## config.mk

```make
export PLATFORM = sky130hd
export DESIGN_NAME = c17_camo_key_resolver_flat
export DESIGN_NICKNAME = d
export VERILOG_FILES = /design/src/rtl/c17_camo_key_resolver_if.sv /design/src/rtl/c17_camo_key_resolver.sv /design/src/flat_wrapper.sv
export SDC_FILE = /design/constraint.sdc
export NUM_CORES = 1
export LEC_CHECK = 0
export BUFFER_PORTS_ARGS = -buffer_cell sky130_fd_sc_hd__buf_2
export CELL_PAD_IN_SITES_DETAIL_PLACEMENT = 0
export CELL_PAD_IN_SITES_GLOBAL_PLACEMENT = 1
export CORE_MARGIN = 4
export CORE_UTILIZATION = 27
export CTS_CLUSTER_DIAMETER = 60
export DETAILED_ROUTE_END_ITERATION = 12
export PLACE_DENSITY = 0.54
export SETUP_SLACK_MARGIN = 0.5
export SLEW_MARGIN = 20
export SYNTH_ARGS = -nofsm -noshare
export SYNTH_HDL_FRONTEND = slang
export SYNTH_SLANG_ARGS = --single-unit
```

## constraint.sdc

```tcl
create_clock -name clk -period 3.4 [get_ports clk]
set_input_delay 0.17 -clock clk [delete_from_list [all_inputs] [get_ports clk]]
set_output_delay 0.17 -clock clk [all_outputs]
set_load 0.02 [all_outputs]
```

## src/rtl/c17_camo_key_resolver_if.sv

```systemverilog
// Query/response link between the key resolver and the oracle chip.
// master: resolver side (drives q_valid/q_pattern); slave: oracle side.
interface c17_camo_key_resolver_if;
    logic       q_valid;
    logic       q_ready;
    logic [4:0] q_pattern;
    logic       r_valid;
    logic       r_n10;
    logic       r_n11;

    modport master (
        output q_valid,
        output q_pattern,
        input  q_ready,
        input  r_valid,
        input  r_n10,
        input  r_n11
    );

    modport slave (
        input  q_valid,
        input  q_pattern,
        output q_ready,
        output r_valid,
        output r_n10,
        output r_n11
    );
endinterface

```

## src/rtl/c17_camo_key_resolver.sv

```systemverilog
// Oracle-guided resolver for the camouflaged N6 gate of c17 (NAND/NOR/XOR).
// Ports: clk, rst_n, start, abort, bus (query/response), busy, done,
// ambiguous, error, s_0, s_1, cand {XOR,NOR,NAND}, n_queries.
module c17_camo_key_resolver #(
    parameter int MAX_QUERIES  = 32,
    parameter int RESP_TIMEOUT = 255
) (
    input  logic                      clk,
    input  logic                      rst_n,
    input  logic                      start,
    input  logic                      abort,
    c17_camo_key_resolver_if.master   bus,
    output logic                      busy,
    output logic                      done,
    output logic                      ambiguous,
    output logic                      error,
    output logic                      s_0,
    output logic                      s_1,
    output logic [2:0]                cand,
    output logic [5:0]                n_queries
);

    typedef enum logic [2:0] {
        IDLE, QUERY, WAIT, UPDATE, DONE, ERROR
    } state_t;

    localparam logic [5:0] QLAST = 6'(MAX_QUERIES);
    localparam logic [7:0] TLAST = 8'(RESP_TIMEOUT - 1);
    localparam logic       TOEN  = (RESP_TIMEOUT != 0);

    state_t     state;
    logic [4:0] pat;
    logic [7:0] wcnt;
    logic       q_vld;
    logic       rsp10;
    logic       rsp11;

    assign bus.q_valid   = q_vld;
    assign bus.q_pattern = pat;

    // c17 model of the latched pattern, one N10 prediction per candidate
    logic       n1, n2, n3, n4, n5;
    logic       n7, n8, n9, p11;
    logic       g_nand, g_nor, g_xor;
    logic [2:0] p10;
    logic [2:0] cand_nx;

    always_comb begin
        {n1, n2, n3, n4, n5} = pat;
        n8      = ~(n3 & n4);
        n7      = ~(n2 & n8);
        n9      = ~(n8 & n5);
        p11     = ~(n7 & n9);
        g_nand  = ~(n1 & n3);
        g_nor   = ~(n1 | n3);
        g_xor   = n1 ^ n3;
        p10     = {~(g_xor & n7), ~(g_nor & n7), ~(g_nand & n7)};
        cand_nx = cand & ~(p10 ^ {3{rsp10}});
    end

    always_ff @(posedge clk or negedge rst_n) begin
        if (!rst_n) begin
            state     <= IDLE;
            pat       <= '0;
            wcnt      <= '0;
            q_vld     <= 1'b0;
            rsp10     <= 1'b0;
            rsp11     <= 1'b0;
            busy      <= 1'b0;
            done      <= 1'b0;
            ambiguous <= 1'b0;
            error     <= 1'b0;
            s_0       <= 1'b0;
            s_1       <= 1'b0;
            cand      <= 3'b111;
            n_queries <= '0;
        end else if (abort) begin
            // result flags stay as they were; only the walk stops
            state <= IDLE;
            busy  <= 1'b0;
            q_vld <= 1'b0;
        end else begin
            unique case (state)
                IDLE, DONE, ERROR: begin
                    if (start) begin
                        state     <= QUERY;
                        cand      <= 3'b111;
                        n_queries <= '0;
                        pat       <= '0;
                        done      <= 1'b0;
                        ambiguous <= 1'b0;
                        error     <= 1'b0;
                        s_0       <= 1'b0;
                        s_1       <= 1'b0;
                        busy      <= 1'b1;
                        q_vld     <= 1'b1;
                    end
                end
                QUERY: begin
                    if (bus.q_ready) begin
                        q_vld <= 1'b0;
                        wcnt  <= '0;
                        state <= WAIT;
                    end
                end
                WAIT: begin
                    if (bus.r_valid) begin
                        rsp10 <= bus.r_n10;
                        rsp11 <= bus.r_n11;
                        state <= UPDATE;
                    end else if (TOEN && wcnt == TLAST) begin
                        error <= 1'b1;
                        busy  <= 1'b0;
                        state <= ERROR;
                    end else begin
                        wcnt <= wcnt + 8'd1;
                    end
                end
                UPDATE: begin
                    if (p11 != rsp11) begin
                        // N11 does not depend on the key
                        cand  <= 3'b000;
                        error <= 1'b1;
                        busy  <= 1'b0;
                        state <= ERROR;
                    end else begin
                        cand      <= cand_nx;
                        n_queries <= n_queries + 6'd1;
                        if (cand_nx == 3'b000) begin
                            error <= 1'b1;
                            busy  <= 1'b0;
                            state <= ERROR;
                        end else if ($onehot(cand_nx)) begin
                            done  <= 1'b1;
                            s_0   <= cand_nx[2];
                            s_1   <= cand_nx[1];
                            busy  <= 1'b0;
                            state <= DONE;
                        end else if (n_queries + 6'd1 == QLAST) begin
                            done      <= 1'b1;
                            ambiguous <= 1'b1;
                            busy      <= 1'b0;
                            state     <= DONE;
                        end else begin
                            pat   <= pat + 5'd1;
                            q_vld <= 1'b1;
                            state <= QUERY;
                        end
                    end
                end
                default: begin
                    state <= IDLE;
                    busy  <= 1'b0;
                    q_vld <= 1'b0;
                end
            endcase
        end
    end

endmodule

```

## src/flat_wrapper.sv

```systemverilog
// flat-port wrapper written by rule: the top's interface ports become plain ports
module c17_camo_key_resolver_flat 
#(
    parameter int MAX_QUERIES  = 32,
    parameter int RESP_TIMEOUT = 255
)
  (clk, rst_n, start, abort, busy, done, ambiguous, error, s_0, s_1, cand, n_queries, bus_q_valid, bus_q_pattern, bus_q_ready, bus_r_valid, bus_r_n10, bus_r_n11);
  c17_camo_key_resolver_if bus_i ();
  input  logic clk;
  input  logic rst_n;
  input  logic start;
  input  logic abort;
  output logic busy;
  output logic done;
  output logic ambiguous;
  output logic error;
  output logic s_0;
  output logic s_1;
  output logic [2:0] cand;
  output logic [5:0] n_queries;
  output wire logic [$bits(bus_i.q_valid)-1:0] bus_q_valid;
  output wire logic [$bits(bus_i.q_pattern)-1:0] bus_q_pattern;
  input wire logic [$bits(bus_i.q_ready)-1:0] bus_q_ready;
  input wire logic [$bits(bus_i.r_valid)-1:0] bus_r_valid;
  input wire logic [$bits(bus_i.r_n10)-1:0] bus_r_n10;
  input wire logic [$bits(bus_i.r_n11)-1:0] bus_r_n11;
  assign bus_q_valid = bus_i.q_valid;
  assign bus_q_pattern = bus_i.q_pattern;
  assign bus_i.q_ready = bus_q_ready;
  assign bus_i.r_valid = bus_r_valid;
  assign bus_i.r_n10 = bus_r_n10;
  assign bus_i.r_n11 = bus_r_n11;
  c17_camo_key_resolver #(.MAX_QUERIES(MAX_QUERIES), .RESP_TIMEOUT(RESP_TIMEOUT)) u_core (.clk(clk), .rst_n(rst_n), .start(start), .abort(abort), .bus(bus_i), .busy(busy), .done(done), .ambiguous(ambiguous), .error(error), .s_0(s_0), .s_1(s_1), .cand(cand), .n_queries(n_queries));
endmodule
```

==> results by group <==
Placement
  • GPL Wtd Cong: between 0.7 and 0.8
  • Port-buffer cells: 28
  • Place WS: around 560 ps
  • Placed inst area: roughly 2400 um2
  • DPL Wire Length: between 4 and 5 mm

Layout
  • Fill cells: 838
  • Multi-input gate area: 1220 um2
  • Reg area: between 800 and 900 um2
  • Fin area: 2550 um2
  • Layout area overhead: 19.8%
  • N_diodes: 0
  • Share of cells above drive strength 1: 27.4%
  • Final #Nets: around 290

Synth
  • Post-synth EDFFs: 0
  • Count leader, synth: dfrtp_1
  • Top_reg_cell synth: dfrtp_1
  • Commonest cells post-synth: dfrtp_1 (31), nand2_1 (23), a21oi_1 (21)
  • Synth area leaders: dfrtp_1 (36%), a21oi_1 (4.9%), o21ai_0 (4.5%), nand2_1 (4.0%), dfstp_2 (3.7%)
  • Synth area leader: dfrtp_1
  • Mean Syn Cell Area: approximately 8.9 um2
  • Syn nets: about 250
  • Register area share after synthesis: 40.1%
  • Synth top area share: between 30 and 40%
  • YS warnings: 0
  • Post-synth ARST share: 100%
  • Synth unique cells: 54
  • Post-Synthesis Cell Area: ~2100 um2
  • Cells after synthesis: roughly 240
  • Synth Register Bits: 34

Clock network
  • Worst skew pair latency: between 200 and 300 ps
  • CTS H-tree depth: 2
  • CTS tree: yes
  • Num CTS Buffers: 5
  • Register clock-pin slew on the reported worst setup and hold paths: roughly 80 ps
  • CTS hold repair buffers: 0
  • CTS root buffer: clkbuf_8
  • CTS Buffer Depth: 2
  • TritonCTS Sinks: 34

STA
  • Hold WS: -40.3 ps
  • Fin crit share: about 83%
  • # setup viols final: 0
  • Fin. Hold Viols: 31
  • Fin worst setup slack: slightly below 600 ps
  • Tightest Pin Transition: slightly above 800 ps
  • Relative slew slack: 46.0%
  • Fin crit period: about 2800 ps
  • Clock Skew: about 9.9 ps
  • Fin. max-slew vios: 0
  • Fmax: about 360 MHz
  • Setup TNS: 0 ps
  • RSZ-0062 raised after global routing: true

Status
  • Failing checks: negative hold slack
  • Status: complete, but fails checks

Critical path
  • Crit path DAT: just under 3000 ps
  • Worst reg2reg startpoint: u_core.bus.q_pattern[2]
  • CP max FO: 7
  • Startpoint Class: register
  • Critical path class: register to register
  • Reg2reg end: u_core.bus.q_pattern[0]
  • Reg2Reg Depth: 11
  • Setup slack, reg-to-reg: a little under 600 ps
  • Crit end category: register
  • CP Data Required Time: 3570 ps
  • Critical Path Start: u_core.bus.q_pattern[2]

GRT
  • Vias in the first global route: 1886
  • First-pass GRT wire length: 9.87 mm
  • Remaining Overflow, GRT: 0
  • Antenna violations before repair: 0
  • Global Route Usage Sum: around an eighth
  • Largest net degree at the start of global routing: 35

Drt
  • DRT antenna net count: 0
  • Total Wirelength: 5.85 mm
  • Total number of vias: 1877
  • WL/cell: 15.5 um
  • DRT iter0 DRCs: 57
  • Via density: 4.99
  • Pre-antenna DRT Iters: 4
  • DR DRC count: 0

Die
  • Row count: 32
  • CORE AREA: ~7700 um2
  • Initial core utilization: 27.7%
  • Die Ht: around 97 um
  • Die area: between 9000 and 10000 um2
  • Die X-Extent: between 90 and 100 um
  • Top Ports: 29

Power
  • Tot Pwr: approximately 1.5 mW
  • Pwr Density: approximately 600 nW/um2
  • VDD IR max: 0.180 mV
  • Leakage power: 1.17 nW

Hold path
  • Hold crit path type: input pin to async pin

Flow run
  • Max-cap violations: 0
final cells by class:
class | count | share of cell area [%]
clock buffers | 7 | 3.38
clock inverters | 1 | 0.196
flip-flops and latches | 34 | 33.5
repair buffers | 37 | 8.13
well taps | 102 | 5.00
multi-input cells | 182 | 47.9
inverters | 13 | 1.91
cells in the final DEF (no fill, tap or decap), types with 2 or more instances in the layout:
| master | synthesis | final |
|---|---|---|
| nand4_1 | 3 | 3 |
| inv_1 | 10 | 8 |
| o21ai_0 | 19 | 19 |
| nand2_1 | 23 | 23 |
| buf_4 | 0 | 9 |
| dfrtp_1 | 31 | 30 |
| o21ai_1 | 5 | 5 |
| a21oi_2 | 1 | 2 |
| nand3_1 | 13 | 13 |
| a21oi_1 | 21 | 20 |
| nor2b_1 | 3 | 2 |
| nand2b_1 | 9 | 9 |
| dfstp_2 | 3 | 3 |
| mux2_2 | 3 | 2 |
| nor2_1 | 17 | 17 |
| nor3_1 | 3 | 3 |
| nand3b_1 | 2 | 2 |
| and2_1 | 3 | 3 |
| mux2i_2 | 3 | 3 |
| and3_1 | 2 | 2 |
| o32ai_1 | 2 | 2 |
| mux2i_1 | 3 | 3 |
| o31ai_1 | 7 | 7 |
| inv_2 | 3 | 5 |
| a31oi_1 | 3 | 3 |
| o21a_1 | 3 | 3 |
| buf_2 | 7 | 28 |
| ha_1 | 6 | 5 |
| clkbuf_8 | 0 | 6 |
logic make-up (layout without fill, tap and decap cells):
group,Yosys count,count (layout),share of synthesized area [%]
multiplexers,9,9,4.93
XOR/XNOR,1,1,0.763
AO/OA/AOI/OAI,77,77,24.6
buffers and inverters,23,58,4.46
flip-flops,34,34,40.1
AND/OR/NAND/NOR,88,88,20.7
adder cells (fa/ha/maj),7,7,4.46
metrics by stage:
step / util [%] / std cells / hold WS, ps
after global placement: 31.1 / 364 / 323
after global routing: 33.2 / 376 / 49.5
after detailed placement: 31.1 / 364 / 323
final: 33.2 / 376 / -40.3
after floorplan: - / 239 / -126
after CTS: 32.3 / 372 / 3.30
metal layers:
layer | up-vias | routed length (um) | global-route usage (%)
met5 | - | 0 | 0
met4 | 0 | 72 | 3.89
met3 | 7 | 175 | 2.60
met2 | 29 | 2750 | 20.6
met1 | 909 | 2850 | 17.6
li1 | 932 | - | -
critical path, stage by stage (launching register included):
cell and delay [ps]:
dfrtp_2 420, inv_2 70, ha_4 250, a21boi_4 170
mux2i_2 270, inv_2 80, fa_1 560, nor2b_4 60
a21o_1 200, a31oi_4 230, o21ai_2 110, mux2_4 260
power by group:
part / internal (mW) / switching, mW / total (mW)
clock: 0.164 / 0.157 / 0.321
sequential: 0.460 / 0.0789 / 0.539
combinational: 0.282 / 0.396 / 0.678
total: 0.905 / 0.632 / 1.54
flip-flops by register name, indices dropped and copies added (netlist names):
| register | flops |
|---|---|
| u_core.bus.q_pattern | 5 |
| u_core.busy | 1 |
| u_core.done | 1 |
| u_core.rsp10 | 1 |
| u_core.bus.q_valid | 1 |
| u_core.ambiguous | 1 |
| u_core.n_queries | 6 |
| u_core.wcnt | 8 |
| u_core.s_1 | 1 |
| u_core.error | 1 |
| u_core.s_0 | 1 |
| u_core.cand | 3 |
| u_core.state | 3 |
| u_core.rsp11 | 1 |
worst max-delay path by stage:
stage | to | slack, ps | cells past startpoint
5_1_grt | u_core.bus.q_pattern[0] | 470 | 11
6_report | u_core.bus.q_pattern[0] | 590 | 11
3_5_place_dp | u_core.busy | 560 | 11
3_3_place_gp | u_core.busy | 640 | 11
2_1_floorplan | u_core.bus.q_pattern[3] | 530 | 11
4_1_cts | u_core.busy | 530 | 11
repair_timing:
item	CTS	global route
setup buffers	0	4
resized for setup	0	9
endpoints found under the setup margin	0	10
(Power assumes the default switching activity.)
